## config.mk

```make
export PLATFORM = sky130hd
export DESIGN_NAME = mb_infix_writer
export DESIGN_NICKNAME = d
export VERILOG_FILES = /design/src/rtl/mb_infix_writer.sv
export SDC_FILE = /design/constraint.sdc
export NUM_CORES = 1
export LEC_CHECK = 0
export ABC_AREA = 1
export BUFFER_PORTS_ARGS = -buffer_cell sky130_fd_sc_hd__buf_2
export CORE_ASPECT_RATIO = 1.5
export CORE_MARGIN = 1.5
export CORE_UTILIZATION = 60
export DETAILED_ROUTE_END_ITERATION = 7
export GPL_TIMING_DRIVEN = 1
export PLACE_DENSITY_LB_ADDON = 0.1
export SETUP_SLACK_MARGIN = 0.1
export SKIP_LAST_GASP = 1
export SYNTH_ARGS = -nofsm -noshare
export SYNTH_HDL_FRONTEND = slang
export SYNTH_SLANG_ARGS = --single-unit
```

## constraint.sdc

```tcl
create_clock -name CLK_1MHz -period 3.3 [get_ports CLK_1MHz]
set_clock_uncertainty 0.05 [all_clocks]
set_input_delay 0.66 -clock CLK_1MHz [delete_from_list [all_inputs] [get_ports CLK_1MHz]]
set_output_delay 0.66 -clock CLK_1MHz [all_outputs]
set_load 0.01 [all_outputs]
```

## src/rtl/mb_infix_writer.sv

```systemverilog
// rtl/mb_infix_writer.sv - keypress stream to infix token writer with integer-to-float conversion
module mb_infix_writer #(
    parameter int MAX_DIGITS = 7,
    parameter int ADDR_W     = 9
) (
    input  logic              CLK_1MHz,
    input  logic              RSTN,
    input  logic              key_valid,
    input  logic [4:0]        key_code,
    output logic              key_ready,
    output logic              en_inf_w,
    output logic              we_inf,
    output logic [ADDR_W-1:0] addr_inf_w,
    output logic [35:0]       di_inf,
    output logic [ADDR_W-1:0] top_addr_inf,
    output logic              inf_start,
    output logic              input_error
);

    localparam int CNT_W = $clog2(MAX_DIGITS + 1);

    typedef enum logic [2:0] {
        S_IDLE, S_ACCUM, S_CONV, S_WR_NUM, S_WR_OP, S_START, S_DONE
    } state_t;

    state_t             state_q, state_d;
    logic [23:0]        acc_q, acc_d;
    logic [CNT_W-1:0]   cnt_q, cnt_d;
    logic [7:0]         exp_q, exp_d;
    logic [ADDR_W-1:0]  ptr_q, ptr_d;
    logic [8:0]         op_q, op_d;
    logic               op_pend_q, op_pend_d;
    logic               eq_pend_q, eq_pend_d;
    logic               err_q, err_d;

    logic               ready_state;
    logic               accept;
    logic               is_digit, is_op, is_eq, is_clr;
    logic               ptr_full;
    logic [27:0]        acc_next;
    logic [8:0]         key_op;
    logic [31:0]        float_w;
    logic               wr_state;

    assign ready_state = (state_q == S_IDLE) || (state_q == S_ACCUM) || (state_q == S_DONE);
    assign accept      = key_valid && ready_state;
    assign is_digit    = (key_code <= 5'd9);
    assign is_op       = (key_code >= 5'd10) && (key_code <= 5'd15);
    assign is_eq       = (key_code == 5'd16);
    assign is_clr      = (key_code == 5'd17);
    assign ptr_full    = (ptr_q == {ADDR_W{1'b1}});
    // acc*10 + digit, formed as acc*8 + acc*2 + digit
    assign acc_next    = {1'b0, acc_q, 3'b000} + {3'b000, acc_q, 1'b0} + {23'd0, key_code};
    // Normalised operand: zero is special, otherwise the hidden bit sits in acc[23]
    assign float_w     = (acc_q == 24'd0) ? 32'h0000_0000 : {1'b0, exp_q, acc_q[22:0]};

    // Map operator key codes to the arranger's operator encoding
    always_comb begin
        key_op = 9'd0;
        case (key_code)
            5'd10:   key_op = 9'b1011_10000;
            5'd11:   key_op = 9'b1011_10001;
            5'd12:   key_op = 9'b1100_10000;
            5'd13:   key_op = 9'b1100_10001;
            5'd14:   key_op = 9'b1110_00000;
            5'd15:   key_op = 9'b1110_00001;
            default: key_op = 9'd0;
        endcase
    end

    // State and datapath registers with synchronous active-low reset
    always_ff @(posedge CLK_1MHz) begin
        if (!RSTN) begin
            state_q   <= S_IDLE;
            acc_q     <= 24'd0;
            cnt_q     <= '0;
            exp_q     <= 8'd0;
            ptr_q     <= '0;
            op_q      <= 9'd0;
            op_pend_q <= 1'b0;
            eq_pend_q <= 1'b0;
            err_q     <= 1'b0;
        end else begin
            state_q   <= state_d;
            acc_q     <= acc_d;
            cnt_q     <= cnt_d;
            exp_q     <= exp_d;
            ptr_q     <= ptr_d;
            op_q      <= op_d;
            op_pend_q <= op_pend_d;
            eq_pend_q <= eq_pend_d;
            err_q     <= err_d;
        end
    end

    // Next-state and datapath update for each key and conversion step
    always_comb begin
        state_d   = state_q;
        acc_d     = acc_q;
        cnt_d     = cnt_q;
        exp_d     = exp_q;
        ptr_d     = ptr_q;
        op_d      = op_q;
        op_pend_d = op_pend_q;
        eq_pend_d = eq_pend_q;
        err_d     = err_q;
        case (state_q)
            S_IDLE, S_ACCUM: begin
                if (accept) begin
                    if (is_clr) begin
                        state_d   = S_IDLE;
                        acc_d     = 24'd0;
                        cnt_d     = '0;
                        ptr_d     = '0;
                        op_pend_d = 1'b0;
                        eq_pend_d = 1'b0;
                        err_d     = 1'b0;
                    end else if (is_digit) begin
                        if (cnt_q == CNT_W'(MAX_DIGITS)) begin
                            err_d = 1'b1;
                        end else begin
                            acc_d   = acc_next[23:0];
                            cnt_d   = cnt_q + 1'b1;
                            state_d = S_ACCUM;
                        end
                    end else if (is_op) begin
                        op_d      = key_op;
                        op_pend_d = 1'b1;
                        exp_d     = 8'd150;
                        state_d   = (state_q == S_IDLE) ? S_WR_OP : S_CONV;
                    end else if (is_eq) begin
                        if (state_q == S_ACCUM) begin
                            eq_pend_d = 1'b1;
                            exp_d     = 8'd150;
                            state_d   = S_CONV;
                        end else begin
                            state_d = S_START;
                        end
                    end
                end
            end
            S_CONV: begin
                if ((acc_q == 24'd0) || acc_q[23]) begin
                    state_d = S_WR_NUM;
                end else begin
                    acc_d = {acc_q[22:0], 1'b0};
                    exp_d = exp_q - 8'd1;
                end
            end
            S_WR_NUM: begin
                if (ptr_full) err_d = 1'b1;
                else          ptr_d = ptr_q + 1'b1;
                acc_d = 24'd0;
                cnt_d = '0;
                if (op_pend_q)      state_d = S_WR_OP;
                else if (eq_pend_q) state_d = S_START;
                else                state_d = S_IDLE;
            end
            S_WR_OP: begin
                if (ptr_full) err_d = 1'b1;
                else          ptr_d = ptr_q + 1'b1;
                op_pend_d = 1'b0;
                state_d   = S_IDLE;
            end
            S_START: begin
                if (ptr_q == '0) err_d = 1'b1;
                eq_pend_d = 1'b0;
                state_d   = S_DONE;
            end
            S_DONE: begin
                if (accept && is_clr) begin
                    state_d   = S_IDLE;
                    acc_d     = 24'd0;
                    cnt_d     = '0;
                    ptr_d     = '0;
                    op_pend_d = 1'b0;
                    eq_pend_d = 1'b0;
                    err_d     = 1'b0;
                end
            end
            default: state_d = S_IDLE;
        endcase
    end

    // Outputs decoded from state; RSTN gates writes and start so reset aborts at once
    always_comb begin
        wr_state     = (state_q == S_WR_NUM) || (state_q == S_WR_OP);
        key_ready    = !RSTN || ready_state;
        en_inf_w     = 1'b0;
        we_inf       = 1'b0;
        addr_inf_w   = '0;
        di_inf       = 36'd0;
        inf_start    = RSTN && (state_q == S_START) && (ptr_q != '0);
        top_addr_inf = ptr_q;
        input_error  = err_q;
        if (RSTN && wr_state && !ptr_full) begin
            en_inf_w   = 1'b1;
            we_inf     = 1'b1;
            addr_inf_w = ptr_q + 1'b1;
            if (state_q == S_WR_NUM) di_inf = {4'b0000, float_w};
            else                     di_inf = {3'b000, 1'b1, 23'd0, op_q};
        end
    end

endmodule

```

Yosys cells after proc, flatten, opt, wreduce, memory -nomap -nowiden

Index checks and enable logic that the tools add are counted.
Widths: inputs -> output; s select.

Bits of input ports: 8
Flip-flop bits (word level): 59

Add/subtract/negate cells: 5
Bitwise logic cells: 2
Reduce and logical (&&, ||, !) cells: 36
Multiplexer cells: 64
Magnitude comparators: 3
Equal/unequal tests: 38

Operator list:

| cell               | count |
|---|---|
| $mux 24            | 6 |
| $pmux 24 s4        | 1 |
| $mux 33            | 2 |
| $mux 8             | 7 |
| $pmux 9 s6         | 1 |
| $mux 3             | 16 |
| $mux 9             | 5 |
| $mux 31            | 1 |
| $eq 5x4->1 const B | 6 |
| $ne 3x3->1 const B | 10 |
| $pmux 9 s3         | 1 |
| $reduce_and 5->1   | 5 |
| $add 24x24->24     | 1 |
| $add 24x5->24      | 1 |
| $logic_not 24->1   | 1 |
| $reduce_and 7->1   | 3 |
| $mux 1             | 18 |
| $ne 2x2->1 const B | 8 |
| $pmux 8 s2         | 1 |
| $pmux 3 s5         | 1 |
| $eq 3x3->1 const B | 4 |
| $reduce_bool 3->1  | 4 |
| $eq 5x5->1 const B | 2 |
| $le 5x4->1 const B | 2 |
| other kinds (24)   | 41 |

Depth between registers and ports, before layout

Depth in word-level cells: 8
Depth in mapped cells: 15
Mapped depth without buffers: 15

Least setup slack after synthesis

No wires, ideal clock.

Kind: input port to flip-flop
Start point: input key_code[3]
End point: register acc_q[16]
Stages on the path: 14
Setup time: 0.112 ns
Required time: 3.138 ns
Data arrival time: 2.469 ns
Buffers on the path: 0
Setup slack: 0.669 ns
Path through: inv_1 > fa_1 > inv_1 > fa_1 > nand3_1 > nand3_1 > nand2_1 > nand2_1 > nand3_1 > nand3_1 > nand2_1 > nor2_1 > nor2_1 > nor2_1

Cells in the longest elaborated chain, start to end: 6
Elaborated cells on any way between the ends: 13

Ends and longest elaborated chain:

| item                 | line | text |
|---|---|---|
| start, declared      | 9    | `input logic [4:0] key_code,` |
| $add 24x5->24        | 53   | `assign acc_next = {1'b0, acc_q, 3'b000} + {3'b000, acc_q, 1'b0} + {23'd0, key_code};` |
| $mux 24              | 119  | `if (cnt_q == CNT_W'(MAX_DIGITS)) begin` |
| $mux 24              | 118  | `end else if (is_digit) begin` |
| $mux 24              | 110  | `if (is_clr) begin` |
| $mux 24              | 109  | `if (accept) begin` |
| $pmux 24 s4          | 107  | `case (state_q)` |
| end signal, assigned | 75   | `acc_q <= 24'd0;` |
| end signal, assigned | 85   | `acc_q <= acc_d;` |
| end, declared        | 27   | `logic [23:0] acc_q, acc_d;` |

Several ways; a longest one is shown, not always the timed one. The select of a mux whose other input is x is not followed.
A chain may end at the register's enable or synchronous reset.

Worst setup path after layout

Start point: register ptr_q[0], in the netlist top_addr_inf[0]
End point: output di_inf[8]

Cells in the longest elaborated chain, start to end: 4

Ends and longest elaborated chain:

| item                   | line | text |
|---|---|---|
| start, declared        | 30   | `logic [ADDR_W-1:0] ptr_q, ptr_d;` |
| start signal, assigned | 88   | `ptr_q <= ptr_d;` |
| $eq 9x9->1             | 51   | `assign ptr_full = (ptr_q == {ADDR_W{1'b1}});` |
| $logic_not 1->1        | 196  | `if (RSTN && wr_state && !ptr_full) begin` |
| $logic_and 1x1->1      | 196  |  |
| $mux 33                | 196  |  |
| end, declared          | 14   | `output logic [35:0] di_inf,` |

Every way passes these cells.

==> metrics.cfg <==
[outcome]
outcome = completed

[synthesis]
synth_top_flop_cell = sky130_fd_sc_hd__dfxtp_1
synth.lib_cells_used.distinct = 44
synthArstFlopShare = 0
syn_area_um2 = 5360
ys_seq_elements = 56
seq_area_frac_synth = 0.2092
post_synth_inst_count = 900
synth.yosys.warnings = 0
avgSynthCellArea_um2 = 5.956
synth-edff-count = 0

[critical_path]
criticalPathCategory = reg2out
crit_fanout = 8
data_required_time_of_the_worst_path_ps = 2590
crit_path_start_kind = register
worstSetupEndpointType = output pin
regToRegStartpoint = acc_q[0]
worst_setup_path_startpoint = top_addr_inf[0]
timing.critical_path.arrival_ps = 2380

[power_and_ir_drop]
p_total_mw = 2.447
p_leak_nw = 3.254
power_per_cell_area_nw_per_um2 = 416.5
vdd.ir_drop.worst_v = 0.0003149

[sta]
hold_violations = 0
worst_pin_slew_ps = 669.2
rsz_0062_raised_after_global_routing = false
setup_tns_final_ps = 0
whs_ps = 402.9
post-route-min-period_ps = 3092
setup_viol_count_final = 0
report.final.slew_viol_count = 0
timing.max_slew.rel_slack = 0.5528
final_min_period_over_clock_period = 0.9370
clock.fmax_mhz = 323.4

[layout]
antenna_cells_inserted = 0
filler_cells = 849
area.sequential_um2 = 1124
final_layout_size_suffix_gt1_frac = 0.1268
post-route-cell-area_um2 = 5874
layout.nets = 1012
final-instance-count-excl-fill = 1064
mostFrequentLayoutCells = sky130_fd_sc_hd__nand2_1, sky130_fd_sc_hd__nor2_1, sky130_fd_sc_hd__inv_1
syn_to_final_growth_pct = 9.594
layout.cells.most_common = sky130_fd_sc_hd__nand2_1
multiInputGateArea_um2 = 3602

[global_routing]
grt_most_used_layer = met2
grt_max_degree = 34
grt_util_met2 = 0.6213
grt_antenna_before_repair = 0
first_pass_grt_wire_length_um = 24830
first_global_vias = 5436
grt_use_met3 = 0.03012
global_route.usage.met1 = 0.3524
grt_overflow_total = 0
globalRouteTotalUtil = 0.3309

[placement]
hpwl_um = 12310
io_buffers = 62
dpl_cell_area_um2 = 5715
place_inst = 1056
gpl.final_weighted_congestion = 0.9059

[floorplan]
rows = 42
core_area_um2 = 8776
io-pin-count = 67
chipHeight_um = 118.8
area_of_the_die_um2 = 9522
floorplan.initialDensity = 0.6108
dieWidth_um = 80.18

[route]
post_drt_via_cell_ratio = 5.519
residual_antenna_violating_net_count_after_detailed_routing = 0
drcViolationCount = 0
drt-initial-drc-count = 324
route.vias.total = 5872
wirelength_um = 15650
drt_first_pass_iters = 5
avgRoutedWirePerCell_um = 14.71

[clocking]
later_pin_clock_latency_in_the_skew_report_ps = 300
cts_buffers = 5
clock_tree.buffer_depth = 2
clock_tree.htree_level_count = 2
cts_tree = built
cts.reportedPaths.clkPinSlew_ps = 70
cts_sinks = 56
clock_tree.root_cell = sky130_fd_sc_hd__clkbuf_16

[run]
maxCapViolations = 0

[worst_hold_path]
min_from = input_error
min-delay-path-class = reg2reg

-- through the flow --
step           setup slack (ps)  utilization
6_report                  207.9       0.6694
4_1_cts                   122.8       0.6668
2_1_floorplan             669.1            -
3_3_place_gp              354.5       0.6513
3_5_place_dp              337.9       0.6513
5_1_grt                   84.04       0.6694
-- cell families after synthesis --
| logic type | Yosys count | synth area share |
|---|---|---|
| simple gates | 519 | 0.4185 |
| buf+inv | 160 | 0.1232 |
| compound gates | 99 | 0.1029 |
| flops | 56 | 0.2092 |
| fa+ha+maj | 50 | 0.1209 |
| xor+xnor | 15 | 0.02451 |
| other cells | 1 | 0.0006996 |
-- worst paths after layout --
kind	endpoint	slack, ps	depth (start not counted)
worst max-delay path	di_inf[8]	210	12
worst min-delay path	input_error	400	2
worst max register to register	acc_q[13]	690	11
worst min register to register	input_error	400	2
-- metal layers --
| metal | share of wire | vias to the layer above |
|---|---|---|
| met5 | 0 | - |
| met4 | 0.043 | 0 |
| met3 | 0.039 | 45 |
| met2 | 0.52 | 173 |
| met1 | 0.39 | 2697 |
| li1 | - | 2957 |
-- state kept, by name (all words and copies together) (netlist names) --
register / flops
acc_q: 24
cnt_q: 3
eq_pend_q: 1
exp_q: 8
input_error: 1
op_pend_q: 1
op_q: 6
state_q: 3
top_addr_inf: 9
-- synth_stat cells (all sizes together) (2+ instances only) --
| master | instances | area share |
|---|---|---|
| clkinv | 2 | 0.0023 |
| nand3b | 2 | 0.0028 |
| ha | 47 | 0.11 |
| fa | 3 | 0.011 |
| o21ai | 35 | 0.035 |
| xor2 | 13 | 0.021 |
| clkbuf | 9 | 0.0063 |
| nand2 | 261 | 0.19 |
| a21oi | 53 | 0.054 |
| nand3 | 78 | 0.077 |
| or2 | 6 | 0.0070 |
| nand4 | 9 | 0.011 |
| nor3 | 24 | 0.023 |
| a22oi | 2 | 0.0028 |
| buf | 16 | 0.021 |
| inv | 133 | 0.093 |
| nor2 | 136 | 0.10 |
| dfxtp | 56 | 0.21 |
| o22ai | 6 | 0.0070 |
| xnor2 | 2 | 0.0033 |
-- worst max-delay path, cell delays in order (launching register included) --
cell,delay (ps)
sky130_fd_sc_hd__dfxtp_2,340
sky130_fd_sc_hd__ha_2,200
sky130_fd_sc_hd__nand3_1,100
sky130_fd_sc_hd__nand3b_1,150
sky130_fd_sc_hd__nor3_2,50
sky130_fd_sc_hd__ha_1,170
sky130_fd_sc_hd__inv_1,100
sky130_fd_sc_hd__nand2_4,90
sky130_fd_sc_hd__nor2_4,130
sky130_fd_sc_hd__buf_4,180
sky130_fd_sc_hd__nand3_2,170
sky130_fd_sc_hd__o22ai_1,230
sky130_fd_sc_hd__buf_2,170
-- power breakdown --
group,internal (mW),switching [mW]
registers,0.750,0.0951
logic,0.376,0.700
clock network,0.277,0.249
-- final cells by class --
type / count / area share
inverters: 135 / 0.08754
repair buffers: 69 / 0.06177
clock buffers: 6 / 0.02194
clock inverters: 1 / 0.0008520
multi-input cells: 687 / 0.6132
well taps: 110 / 0.02343
flip-flops and latches: 56 / 0.1913
-- timing repair --
action / 4_1_cts / 5_1_grt
setup endpoints to repair: 9 / 18
hold buffers: 0 / 0
gates resized for setup: 1 / 5
setup buffers: 0 / 1
(Power assumes the default switching activity.)
